--- src/rtl/fir_ma_channel_scheduler_pkg.sv ---
`default_nettype none
// ============================================================================
//  Module  : fir_ma_pkg
//  Brief   : Shared types and default widths for the time-shared 8-tap
//            moving-average channel scheduler.
//  Rev     : 1.0  initial release
// ============================================================================
package fir_ma_pkg;

    localparam int DEF_NUM_CH    = 4;
    localparam int DEF_DATA_W    = 16;
    localparam int DEF_TAPS_LOG2 = 3;

    // Sequencer states: accept, fetch history, compute/writeback, present result
    typedef enum logic [1:0] {
        S_IDLE = 2'd0,
        S_LOAD = 2'd1,
        S_CALC = 2'd2,
        S_OUT  = 2'd3
    } state_e;

    typedef logic signed [DEF_DATA_W-1:0]               sample_t;
    typedef logic signed [DEF_DATA_W+DEF_TAPS_LOG2-1:0] sum_t;

endpackage : fir_ma_pkg
`default_nettype wire

--- src/rtl/fir_ma_channel_scheduler_arbiter.sv ---
`default_nettype none
// ============================================================================
//  Module  : fir_rr_arbiter
//  Brief   : Combinational round-robin arbiter. The search for a requester
//            starts at rr_ptr and wraps; the first hit wins.
//  Rev     : 1.0  initial release
// ============================================================================
module fir_rr_arbiter
    import fir_ma_pkg::*;
#(
    parameter int NUM_CH = DEF_NUM_CH,
    parameter int IDX_W  = $clog2(NUM_CH)
) (
    input  logic [NUM_CH-1:0] req,
    input  logic [IDX_W-1:0]  rr_ptr,
    output logic [NUM_CH-1:0] grant,
    output logic [IDX_W-1:0]  grant_idx,
    output logic              grant_any
);

    // Scan channels in rotating priority order starting at rr_ptr
    always_comb begin
        int               cand;
        logic [IDX_W-1:0] cand_idx;
        grant     = '0;
        grant_idx = '0;
        grant_any = 1'b0;
        cand      = 0;
        cand_idx  = '0;
        for (int off = 0; off < NUM_CH; off++) begin
            cand = int'(rr_ptr) + off;
            if (cand >= NUM_CH) begin
                cand = cand - NUM_CH;
            end
            cand_idx = cand[IDX_W-1:0];
            if (!grant_any && req[cand_idx]) begin
                grant_any       = 1'b1;
                grant[cand_idx] = 1'b1;
                grant_idx       = cand_idx;
            end
        end
    end

endmodule : fir_rr_arbiter
`default_nettype wire

--- src/rtl/fir_ma_channel_scheduler.sv ---
`default_nettype none
// ============================================================================
//  Module  : fir_ma_channel_scheduler
//  Brief   : One moving-average datapath time-shared across NUM_CH sample
//            streams. Per-channel history, running sum and write pointer are
//            kept locally; each result is tagged with its channel index.
//  Rev     : 1.0  initial release
// ============================================================================
module fir_ma_channel_scheduler
    import fir_ma_pkg::*;
#(
    parameter int NUM_CH    = DEF_NUM_CH,
    parameter int TAPS_LOG2 = DEF_TAPS_LOG2,
    parameter int DATA_W    = DEF_DATA_W
) (
    input  logic                       clk,
    input  logic                       reset_n,
    input  logic [NUM_CH-1:0]          in_valid,
    input  logic [NUM_CH*DATA_W-1:0]   in_data,
    output logic [NUM_CH-1:0]          in_ready,
    input  logic                       clear,
    output logic                       out_valid,
    input  logic                       out_ready,
    output logic [$clog2(NUM_CH)-1:0]  out_ch,
    output logic [DATA_W-1:0]          out_data,
    output logic                       busy
);

    localparam int IDX_W = $clog2(NUM_CH);
    localparam int DEPTH = 1 << TAPS_LOG2;
    localparam int SUM_W = DATA_W + TAPS_LOG2;

    // Per-channel state
    logic signed [DATA_W-1:0]  hist   [NUM_CH][DEPTH];
    logic signed [SUM_W-1:0]   sums   [NUM_CH];
    logic [TAPS_LOG2-1:0]      wptr   [NUM_CH];

    // Transaction registers
    logic [IDX_W-1:0]          rr_ptr;
    logic [IDX_W-1:0]          cur_ch;
    logic signed [DATA_W-1:0]  sample_q;
    logic signed [DATA_W-1:0]  oldest_q;
    logic signed [SUM_W-1:0]   sum_q;
    logic signed [SUM_W-1:0]   new_sum;

    state_e                    state;
    state_e                    state_nxt;
    logic                      accept;

    logic [NUM_CH-1:0]         grant;
    logic [IDX_W-1:0]          grant_idx;
    logic                      grant_any;
    logic signed [DATA_W-1:0]  ch_data [NUM_CH];

    genvar k;
    generate
        for (k = 0; k < NUM_CH; k++) begin : g_unpack
            assign ch_data[k] = in_data[k*DATA_W +: DATA_W];
        end
    endgenerate

    fir_rr_arbiter #(
        .NUM_CH (NUM_CH),
        .IDX_W  (IDX_W)
    ) u_arb (
        .req       (in_valid),
        .rr_ptr    (rr_ptr),
        .grant     (grant),
        .grant_idx (grant_idx),
        .grant_any (grant_any)
    );

    assign busy = (state != S_IDLE);

    // Running-sum update: drop the oldest tap, add the new sample
    always_comb begin
        new_sum = sum_q
                - $signed({{TAPS_LOG2{oldest_q[DATA_W-1]}}, oldest_q})
                + $signed({{TAPS_LOG2{sample_q[DATA_W-1]}}, sample_q});
    end

    // Sequencer state register
    always_ff @(posedge clk or negedge reset_n) begin
        if (!reset_n) begin
            state <= S_IDLE;
        end else begin
            state <= state_nxt;
        end
    end

    // Next-state and handshake decode; clear outranks any grant
    always_comb begin
        state_nxt = state;
        in_ready  = '0;
        accept    = 1'b0;
        case (state)
            S_IDLE: begin
                if (!clear && grant_any) begin
                    in_ready  = grant;
                    accept    = 1'b1;
                    state_nxt = S_LOAD;
                end
            end
            S_LOAD:  state_nxt = S_CALC;
            S_CALC:  state_nxt = S_OUT;
            S_OUT: begin
                if (out_ready) begin
                    state_nxt = S_IDLE;
                end
            end
            default: state_nxt = S_IDLE;
        endcase
    end

    // Channel history, running sums and write pointers
    always_ff @(posedge clk or negedge reset_n) begin
        if (!reset_n) begin
            for (int c = 0; c < NUM_CH; c++) begin
                sums[c] <= '0;
                wptr[c] <= '0;
                for (int t = 0; t < DEPTH; t++) begin
                    hist[c][t] <= '0;
                end
            end
        end else if (state == S_IDLE && clear) begin
            for (int c = 0; c < NUM_CH; c++) begin
                sums[c] <= '0;
                wptr[c] <= '0;
                for (int t = 0; t < DEPTH; t++) begin
                    hist[c][t] <= '0;
                end
            end
        end else if (state == S_CALC) begin
            hist[cur_ch][wptr[cur_ch]] <= sample_q;
            sums[cur_ch]               <= new_sum;
            wptr[cur_ch]               <= wptr[cur_ch] + TAPS_LOG2'(1);
        end
    end

    // Transaction capture, result register and round-robin pointer
    always_ff @(posedge clk or negedge reset_n) begin
        if (!reset_n) begin
            rr_ptr    <= '0;
            cur_ch    <= '0;
            sample_q  <= '0;
            oldest_q  <= '0;
            sum_q     <= '0;
            out_valid <= 1'b0;
            out_ch    <= '0;
            out_data  <= '0;
        end else begin
            case (state)
                S_IDLE: begin
                    if (accept) begin
                        sample_q <= ch_data[grant_idx];
                        cur_ch   <= grant_idx;
                    end
                end
                S_LOAD: begin
                    oldest_q <= hist[cur_ch][wptr[cur_ch]];
                    sum_q    <= sums[cur_ch];
                end
                S_CALC: begin
                    // Upper DATA_W bits of the sum are the arithmetic shift by TAPS_LOG2
                    out_data  <= new_sum[SUM_W-1:TAPS_LOG2];
                    out_ch    <= cur_ch;
                    out_valid <= 1'b1;
                end
                S_OUT: begin
                    if (out_ready) begin
                        out_valid <= 1'b0;
                        rr_ptr    <= (cur_ch == IDX_W'(NUM_CH - 1)) ? '0
                                                                    : cur_ch + IDX_W'(1);
                    end
                end
                default: ;
            endcase
        end
    end

endmodule : fir_ma_channel_scheduler
`default_nettype wire

--- config.mk ---
export PLATFORM = sky130hd
export DESIGN_NAME = fir_ma_channel_scheduler
export DESIGN_NICKNAME = d
export VERILOG_FILES = /design/src/rtl/fir_ma_channel_scheduler_pkg.sv /design/src/rtl/fir_ma_channel_scheduler_arbiter.sv /design/src/rtl/fir_ma_channel_scheduler.sv
export SDC_FILE = /design/constraint.sdc
export NUM_CORES = 1
export LEC_CHECK = 0
export ABC_AREA = 1
export CORE_MARGIN = 5
export CORE_UTILIZATION = 62
export DETAILED_ROUTE_END_ITERATION = 16
export PLACE_DENSITY = 0.8
export RECOVER_POWER = 50
export SETUP_SLACK_MARGIN = 0.4
export SYNTH_ARGS = -nofsm -noshare
export SYNTH_HDL_FRONTEND = slang
export SYNTH_SLANG_ARGS = --single-unit
export TNS_END_PERCENT = 10
--- constraint.sdc ---
create_clock -name clk -period 3.39 [get_ports clk]
set_clock_uncertainty 0.2 [all_clocks]
set_input_delay 0.678 -clock clk [delete_from_list [all_inputs] [get_ports clk]]
set_output_delay 0.678 -clock clk [all_outputs]
set_load 0.05 [all_outputs]
==> impl_metrics.csv, run 1 <==
group,metric,value,unit
outcome,status,"finished with violations",
outcome,violations,"capacitance limit, slew limit",
grt,grt_max_degree,123,
yosys,synth_edf_count,0,
final_layout,drive_gt1_share,8.87,%
critical_path,crit_required,3.66,ns
timing,setup_viol,0,
yosys,yosys_most_used_dff,"dfrtp_1",
timing,hold_viol,0,
run,cap_viol_max_count,1,
cts,htreeDepth,3,
yosys,syn_area,33500,sq um
place,pre_cts_ws,0.00756,ns
timing,max_freq,304,MHz
yosys,yosysUniqueCellTypes,38,
grt,overflow,0,
timing,tightest_slew,1.81,ns
yosys,async_flop_share,100,%
timing,worst_slack,0.0951,ns
final_layout,antenna_cells,0,
grt,antenna_found_initial,0,
power,clkPwrFrac,20.2,%
timing,fin_crit_sh,97.2,%
yosys,seq_area_frac_synth,50.5,%
route,drt_iter0_drc,3998,
power,power.total,40.9,mW
yosys,synthCells,4144,
place,gp_congestion,0.942,
cts,cts_made_buffers,72,
die,dieWidth,242,microns
critical_path,crit_top_cell,"nand2_2",
power,vdd_drop_max,0.876,mV
yosys,syn-num-nets,4271,
critical_path,startpoint_type,"flip-flop",
critical_path,cp_data_arrival_time,3.57,ns
critical_path,cp_cell_sequence,"inv_1, buf_4, ha_1, nand2_1, inv_2, nand2_2, nand2_2, o22ai_1",
critical_path,critPathCaptureType,"flip-flop",
critical_path,critical_path_buf_inv_count,3,
route,antenna_left,0,
route,num_vias,30200,
worst_hold_path,hold_path_class,"reg2reg",
route,first_pass_iters,8,
route,viasPerCell,6.22,
cts,clockBufferDepth,3,
grt,grt_pass1_wl,158000,microns
power,p_seq_share,26.3,%
cts,clk_pin_slew,0.06,ns
grt,grt_use_total,32.9,%
cts,cts_tree,"done",
power,intPower,21.5,mW
timing,fin_crit,3.29,ns
cts,clk_latency,0.61,ns
timing,slew_headroom,-20.6,%
route,wl,98000,microns
timing,finalSetupTns,0,ns
yosys,ys_ff_latch,676,
power,p_per_area,1080,nW/um^2
final_layout,final_common_cell,"o21ai_0",
power,net-switching-power,19.4,mW
route,routedWlPerCell,20.2,microns
route,drc_errors,0,
timing,rsz0062_at_grt,"true",
grt,grt_pass1_vias,28900,
place,portBuffers,95,
critical_path,crit_fanout,18,
die,die_h,242,microns
critical_path,critical-path-top-delay-family,"buffers and inverters",
die,rows,85,
timing,finalMaxSlewViolations,61,
die,core_area,53700,sq um
power,p_comb_share,53.5,%
final_layout,area_growth,13.0,%
die,dieArea,58800,sq um
place,hpwl,59300,microns
die,initial_core_util,62.4,%
yosys,ys_warn_count,0,
critical_path,cpPeakStageDelay,0.61,ns
final_layout,final_core_util,70.5,%
power,swShare,47.5,%
critical_path,crit_slowest_cell,"dfrtp_4",
yosys,avgSynthCellArea,8.09,sq um
die,ios,96,
final_layout,final_nets,4233,
critical_path,crit_type,"reg2reg",
cts,cts_sinks,676,
final_layout,layout_common_cells,"o21ai_0, dfrtp_1, nand2_1, nand3_1, inv_1",
power,leakagePower,17.5,nW
cts,cts-root-buf,"clkbuf_16",
==> tightest hold or removal path, cell delays in order (launching register included) <==
cell and delay, ns:
dfrtp_1 0.33, nand2_1 0.06, nand2_1 0.05
==> cell usage after synthesis (7+ instances only) <==
cell / n / area share (%)
inv_2: 9 / 0.10
buf_2: 88 / 1.3
nand4_1: 24 / 0.45
nand2_1: 669 / 7.5
buf_1: 45 / 0.50
inv_1: 329 / 3.7
dfrtp_1: 676 / 50
o22ai_1: 157 / 2.9
o21ai_0: 784 / 12
o21ai_1: 116 / 1.7
clkbuf_1: 196 / 2.2
nor2_1: 207 / 2.3
nand3_1: 493 / 7.4
o211ai_1: 10 / 0.22
buf_6: 13 / 0.44
buf_4: 7 / 0.16
ha_1: 37 / 1.4
fa_1: 18 / 1.1
nor3_1: 7 / 0.10
a21oi_1: 194 / 2.9
a31oi_1: 12 / 0.22
nand2_2: 21 / 0.39
==> layer usage <==
metal	vias up	GRT usage, %	wire [microns]
met2	1514	50.8	44900
met5	-	0	0
li1	13900	-	-
met1	14500	45.9	39300
met4	0	16.0	5200
met3	241	5.24	8580
==> worst paths after layout <==
check / cells past startpoint / start / end / slack [ns]
max: 8 / cur_ch[1] / hist[305] / 0.1
min: 2 / sums[49] / sums[49] / 0.28
max reg2reg: 8 / cur_ch[1] / hist[305] / 0.1
min reg2reg: 2 / sums[49] / sums[49] / 0.28
max in group asynchronous: 4 / reset_n / hist[468] / 0.39
min in group asynchronous: 2 / reset_n / hist[34] / 0.92
==> registers in the layout, summed over array words and instances, names as in the netlist <==
name and flops:
sums 76, out_data 16, out_ch 2, state 2, oldest_q 16, cur_ch 2
rr_ptr 2, out_valid 1, sum_q 19, sample_q 16, wptr 12, hist 512
==> power groups by stage <==
stage	Clock, mW	Combinational [mW]	Sequential [mW]
detailed placement	0	20.3	10.9
finish	8.29	21.9	10.8
global route	8.72	23.9	10.9
CTS	8.35	20.8	10.7
global placement	0	20.0	10.8
floorplan	0	13.4	10.9
==> per-stage QoR <==
stage | hold slack (ns) | std cells | instance area, sq um
3_5_place_dp | 0.262 | 4711 | 35200
6_report | 0.276 | 4854 | 37900
2_1_floorplan | 0.182 | 4144 | 33500
4_1_cts | 0.277 | 4852 | 37800
5_1_grt | 0.302 | 4854 | 37900
3_3_place_gp | 0.257 | 4711 | 35200
==> kinds of logic (layout without fill, tap and decap cells) <==
group	after synthesis	in the layout	share of synthesized area [%]
DFF	676	676	50.5
buffers and inverters	693	707	8.48
AOI/OAI and AO/OA	1278	1278	19.8
adders and majority gates	55	55	2.46
and+or+nand+nor	1438	1438	18.6
xor gates and xnor gates	4	4	0.105
==> what timing repair did <==
action                     CTS  global route
setup buffers               14             2
pin swaps                   10             6
hold endpoints to repair    56             0
hold buffers                 1             0
gates resized for setup     35            56
setup endpoints to repair   48           303
==> layout make-up <==
class	count	area, sq um
clock buffers	103	2150
clock inverters	23	338
fillers	4184	15900
inverters	344	1310
multi-input cells	2775	14000
flip-flops and latches	676	16900
well taps	696	871
repair buffers	237	2260
(Power assumes the default switching activity.)
==> run 2, diff against run 1 <==
--- a/config.mk
+++ b/config.mk
@@ -7,12 +7,13 @@
 export LEC_CHECK = 0
 export ABC_AREA = 1
 export CORE_MARGIN = 5
-export CORE_UTILIZATION = 62
+export CORE_UTILIZATION = 56
 export DETAILED_ROUTE_END_ITERATION = 16
-export PLACE_DENSITY = 0.8
+export PLACE_DENSITY = 0.76
 export RECOVER_POWER = 50
 export SETUP_SLACK_MARGIN = 0.4
 export SYNTH_ARGS = -nofsm -noshare
 export SYNTH_HDL_FRONTEND = slang
+export SYNTH_HIERARCHICAL = 1
 export SYNTH_SLANG_ARGS = --single-unit
 export TNS_END_PERCENT = 10
==> constraint.sdc (replaced) <==
create_clock -name clk -period 3 [get_ports clk]
set_clock_uncertainty 0.2 [all_clocks]
set_input_delay 0.6 -clock clk [delete_from_list [all_inputs] [get_ports clk]]
set_output_delay 0.6 -clock clk [all_outputs]
set_load 0.05 [all_outputs]
==> run 2 against run 1 <==
Largest cell class unchanged. Wire length is 8.7% higher. Clock-buffer cell count is 8 higher. Sequential power is 22% higher. Largest power group unchanged. Flip-flop and latch count stayed put. Design area is 7.4% higher. Die area is 14% higher. Power is 29% higher. The flow finishes with violations (capacitance limit, slew limit, setup timing). Setup slack worse by 0.22 ns. Critical path depth is 4 higher. Register-to-register slack hardly changed. Synthesized cell count is 8.4% higher.
==> impl_metrics.csv, run 2 <==
group,metric,value,unit
power,power.total,52.8,mW
route,drc_errors,0,
yosys,yosysUniqueCellTypes,42,
die,die_h,259,microns
critical_path,critPathCaptureType,"output port",
final_layout,final_common_cell,"nand2_1",
place,portBuffers,95,
final_layout,regArea,16900,sq um
yosys,async_flop_share,100,%
power,p_per_area,1300,nW/um^2
yosys,ys_ff_latch,676,
final_layout,final_core_util,66.2,%
die,rows,91,
outcome,status,"finished with violations",
place,pre_cts_ws,-0.0365,ns
grt,grt_max_degree,131,
yosys,syn-num-nets,4617,
timing,hold_viol,0,
final_layout,multi_input_area,16100,sq um
route,wl,107000,microns
critical_path,crit_slowest_cell,"dfrtp_2",
power,leakagePower,19.8,nW
route,first_pass_iters,5,
grt,grt_pass1_vias,29800,
die,core_area,61500,sq um
yosys,syn_area,34600,sq um
cts,clockBufferDepth,3,
timing,fin_crit,3.12,ns
critical_path,cpPeakStageDelay,0.41,ns
critical_path,cp_cell_sequence,"inv_6, ha_4, inv_4, nand2_2, nand2_2, nor2_4, buf_12, nand4_1, nand3_2, nand2_2, nor2_4, buf_12",
die,dieWidth,259,microns
die,initial_core_util,56.3,%
run,cap_viol_max_count,2,
timing,setup_viol,4,
final_layout,reg_top3,"hist x512, sums x76, sum_q x19",
final_layout,area_growth,17.6,%
critical_path,startpoint_type,"flip-flop",
final_layout,fill_cells,5084,
timing,slew_headroom,-36.0,%
critical_path,crit_required,2.20,ns
timing,fin_crit_sh,104,%
yosys,yosys_most_used_dff,"dfrtp_1",
yosys,synth_edf_count,0,
grt,grt_pass1_wl,165000,microns
grt,antenna_found_initial,2,
final_layout,drive_gt1_share,12.6,%
critical_path,crit_type,"reg2out",
critical_path,crit_top_cell,"nand2_2",
cts,cts_made_buffers,74,
route,viasPerCell,5.88,
critical_path,critical-path-top-delay-family,"simple AND/OR/NAND/NOR gates",
critical_path,cp_data_arrival_time,2.32,ns
timing,worst_slack,-0.121,ns
power,vdd_drop_max,0.932,mV
yosys,seq_area_frac_synth,48.9,%
timing,worst_hold_slack,0.226,ns
outcome,violations,"capacitance limit, slew limit, setup timing",
grt,overflow,0,
place,gp_congestion,0.941,
yosys,ys_warn_count,6,
yosys,synth_area_leaders,"dfrtp_1, nand2_1, o21ai_0",
critical_path,crit_fanout,9,
timing,rsz0062_at_grt,"true",
cts,clk_pin_slew,0.06,ns
die,dieArea,66800,sq um
route,routedWlPerCell,19.9,microns
yosys,avgSynthCellArea,7.70,sq um
yosys,yosys.area.top_type_share,48.9,%
route,num_vias,31500,
cts,cts_tree,"done",
final_layout,largest_reg_flops,512,
yosys,yosysTopAreaCell,"dfrtp_1",
critical_path,critical_path_buf_inv_count,4,
grt,grt_use_total,30.7,%
final_layout,layout_common_cells,"nand2_1, dfrtp_1, o21ai_0, nand3_1, inv_1",
route,antenna_left,0,
cts,clk_latency,0.63,ns
yosys,yosys-top-cells-count,"nand2_1, dfrtp_1, o21ai_0",
yosys,synthCells,4493,
place,hpwl,63800,microns
timing,max_freq,320,MHz
cts,htreeDepth,3,
timing,finalMaxSlewViolations,157,
yosys,post-synth-top-count-cell,"nand2_1",
final_layout,final_nets,4641,
cts,cts_sinks,676,
cts,cts-root-buf,"clkbuf_16",
worst_hold_path,hold_path_class,"in2async",
route,drt_iter0_drc,3744,
timing,tightest_slew,2.04,ns
die,ios,96,
critical_path,reg2reg_slack,0.10,ns
final_layout,largest_register,"hist",
## run 2: changes by cell type in the layout (fill, tap and decap cells not counted), moves of 33 or more
cell     change
o22ai_2     +44
nand3_1    -130
o21ai_1     -40
o22ai_1     -33
a21oi_1    -161
nand2_1    +864
o21ai_0    -272
## run 2: stage by stage
step | cells | cell area [sq um] | TNS, ns
after global routing | 5363 | 40700 | -20.95
final | 5363 | 40700 | -0.372
after detailed placement | 5194 | 36800 | -0.106
after floorplan | 4493 | 34700 | 0
after global placement | 5194 | 36800 | -0.0447
after CTS | 5333 | 39800 | -0.405
## run 2: routing by layer
metal	up-vias	wire length, microns	track usage [%]
li1	14600	-	-
met1	15200	43400	43.3
met2	1459	49300	47.7
met3	270	10100	6.57
met4	0	3790	10.2
met5	-	0	0
## run 2: worst paths after layout
| check | depth (start not counted) | from | end |
|---|---|---|---|
| worst max-delay path | 12 | rr_ptr[0] | in_ready[0] |
| worst min-delay path | 2 | reset_n | hist[259] |
| worst max register to register | 8 | cur_ch[0] | hist[419] |
| worst min register to register | 2 | sums[31] | sums[31] |
| max in group asynchronous | 4 | reset_n | hist[381] |
| min in group clk | 2 | sums[31] | sums[31] |
## run 2: cells by family (layout without fill, tap and decap cells)
kind of cell               after synthesis  after routing  synth area share, %
AOI/OAI and AO/OA                      851            851                 14.1
xor gates and xnor gates                 4              4                0.101
adders and majority gates               52             52                 2.27
buffers and inverters                  679            752                 7.89
DFF                                    676            676                 48.9
muxes                                    1              1               0.0326
other                                    0              2                    0
and+or+nand+nor                       2230           2235                 26.7
## run 2: power breakdown
| group | switching [mW] | total [mW] | leakage, nW | internal, mW |
|---|---|---|---|---|
| Clock | 3.80 | 9.30 | 1.20 | 5.50 |
| Sequential | 1.38 | 13.2 | 9.19 | 11.9 |
| Combinational | 20.4 | 30.3 | 9.46 | 9.93 |
| Total | 25.6 | 52.8 | 19.8 | 27.3 |
## run 2: timing repair
item                       4_1_cts  5_1_grt
cloned                           0        7
pin swaps                       25      130
hold buffers                     1        0
setup endpoints to repair      417      623
buffers inserted                 8       21
resized for setup              104      226
hold endpoints to repair       110        0
## run 2: area by class of cell
type	count	share of cell area, %
inverters	352	3.39
clock buffers	111	5.50
flip-flops and latches	676	41.6
repair buffers	270	7.02
multi-input cells	3143	39.5
clock inverters	19	0.532
diodes	2	0.0123
well taps	790	2.43
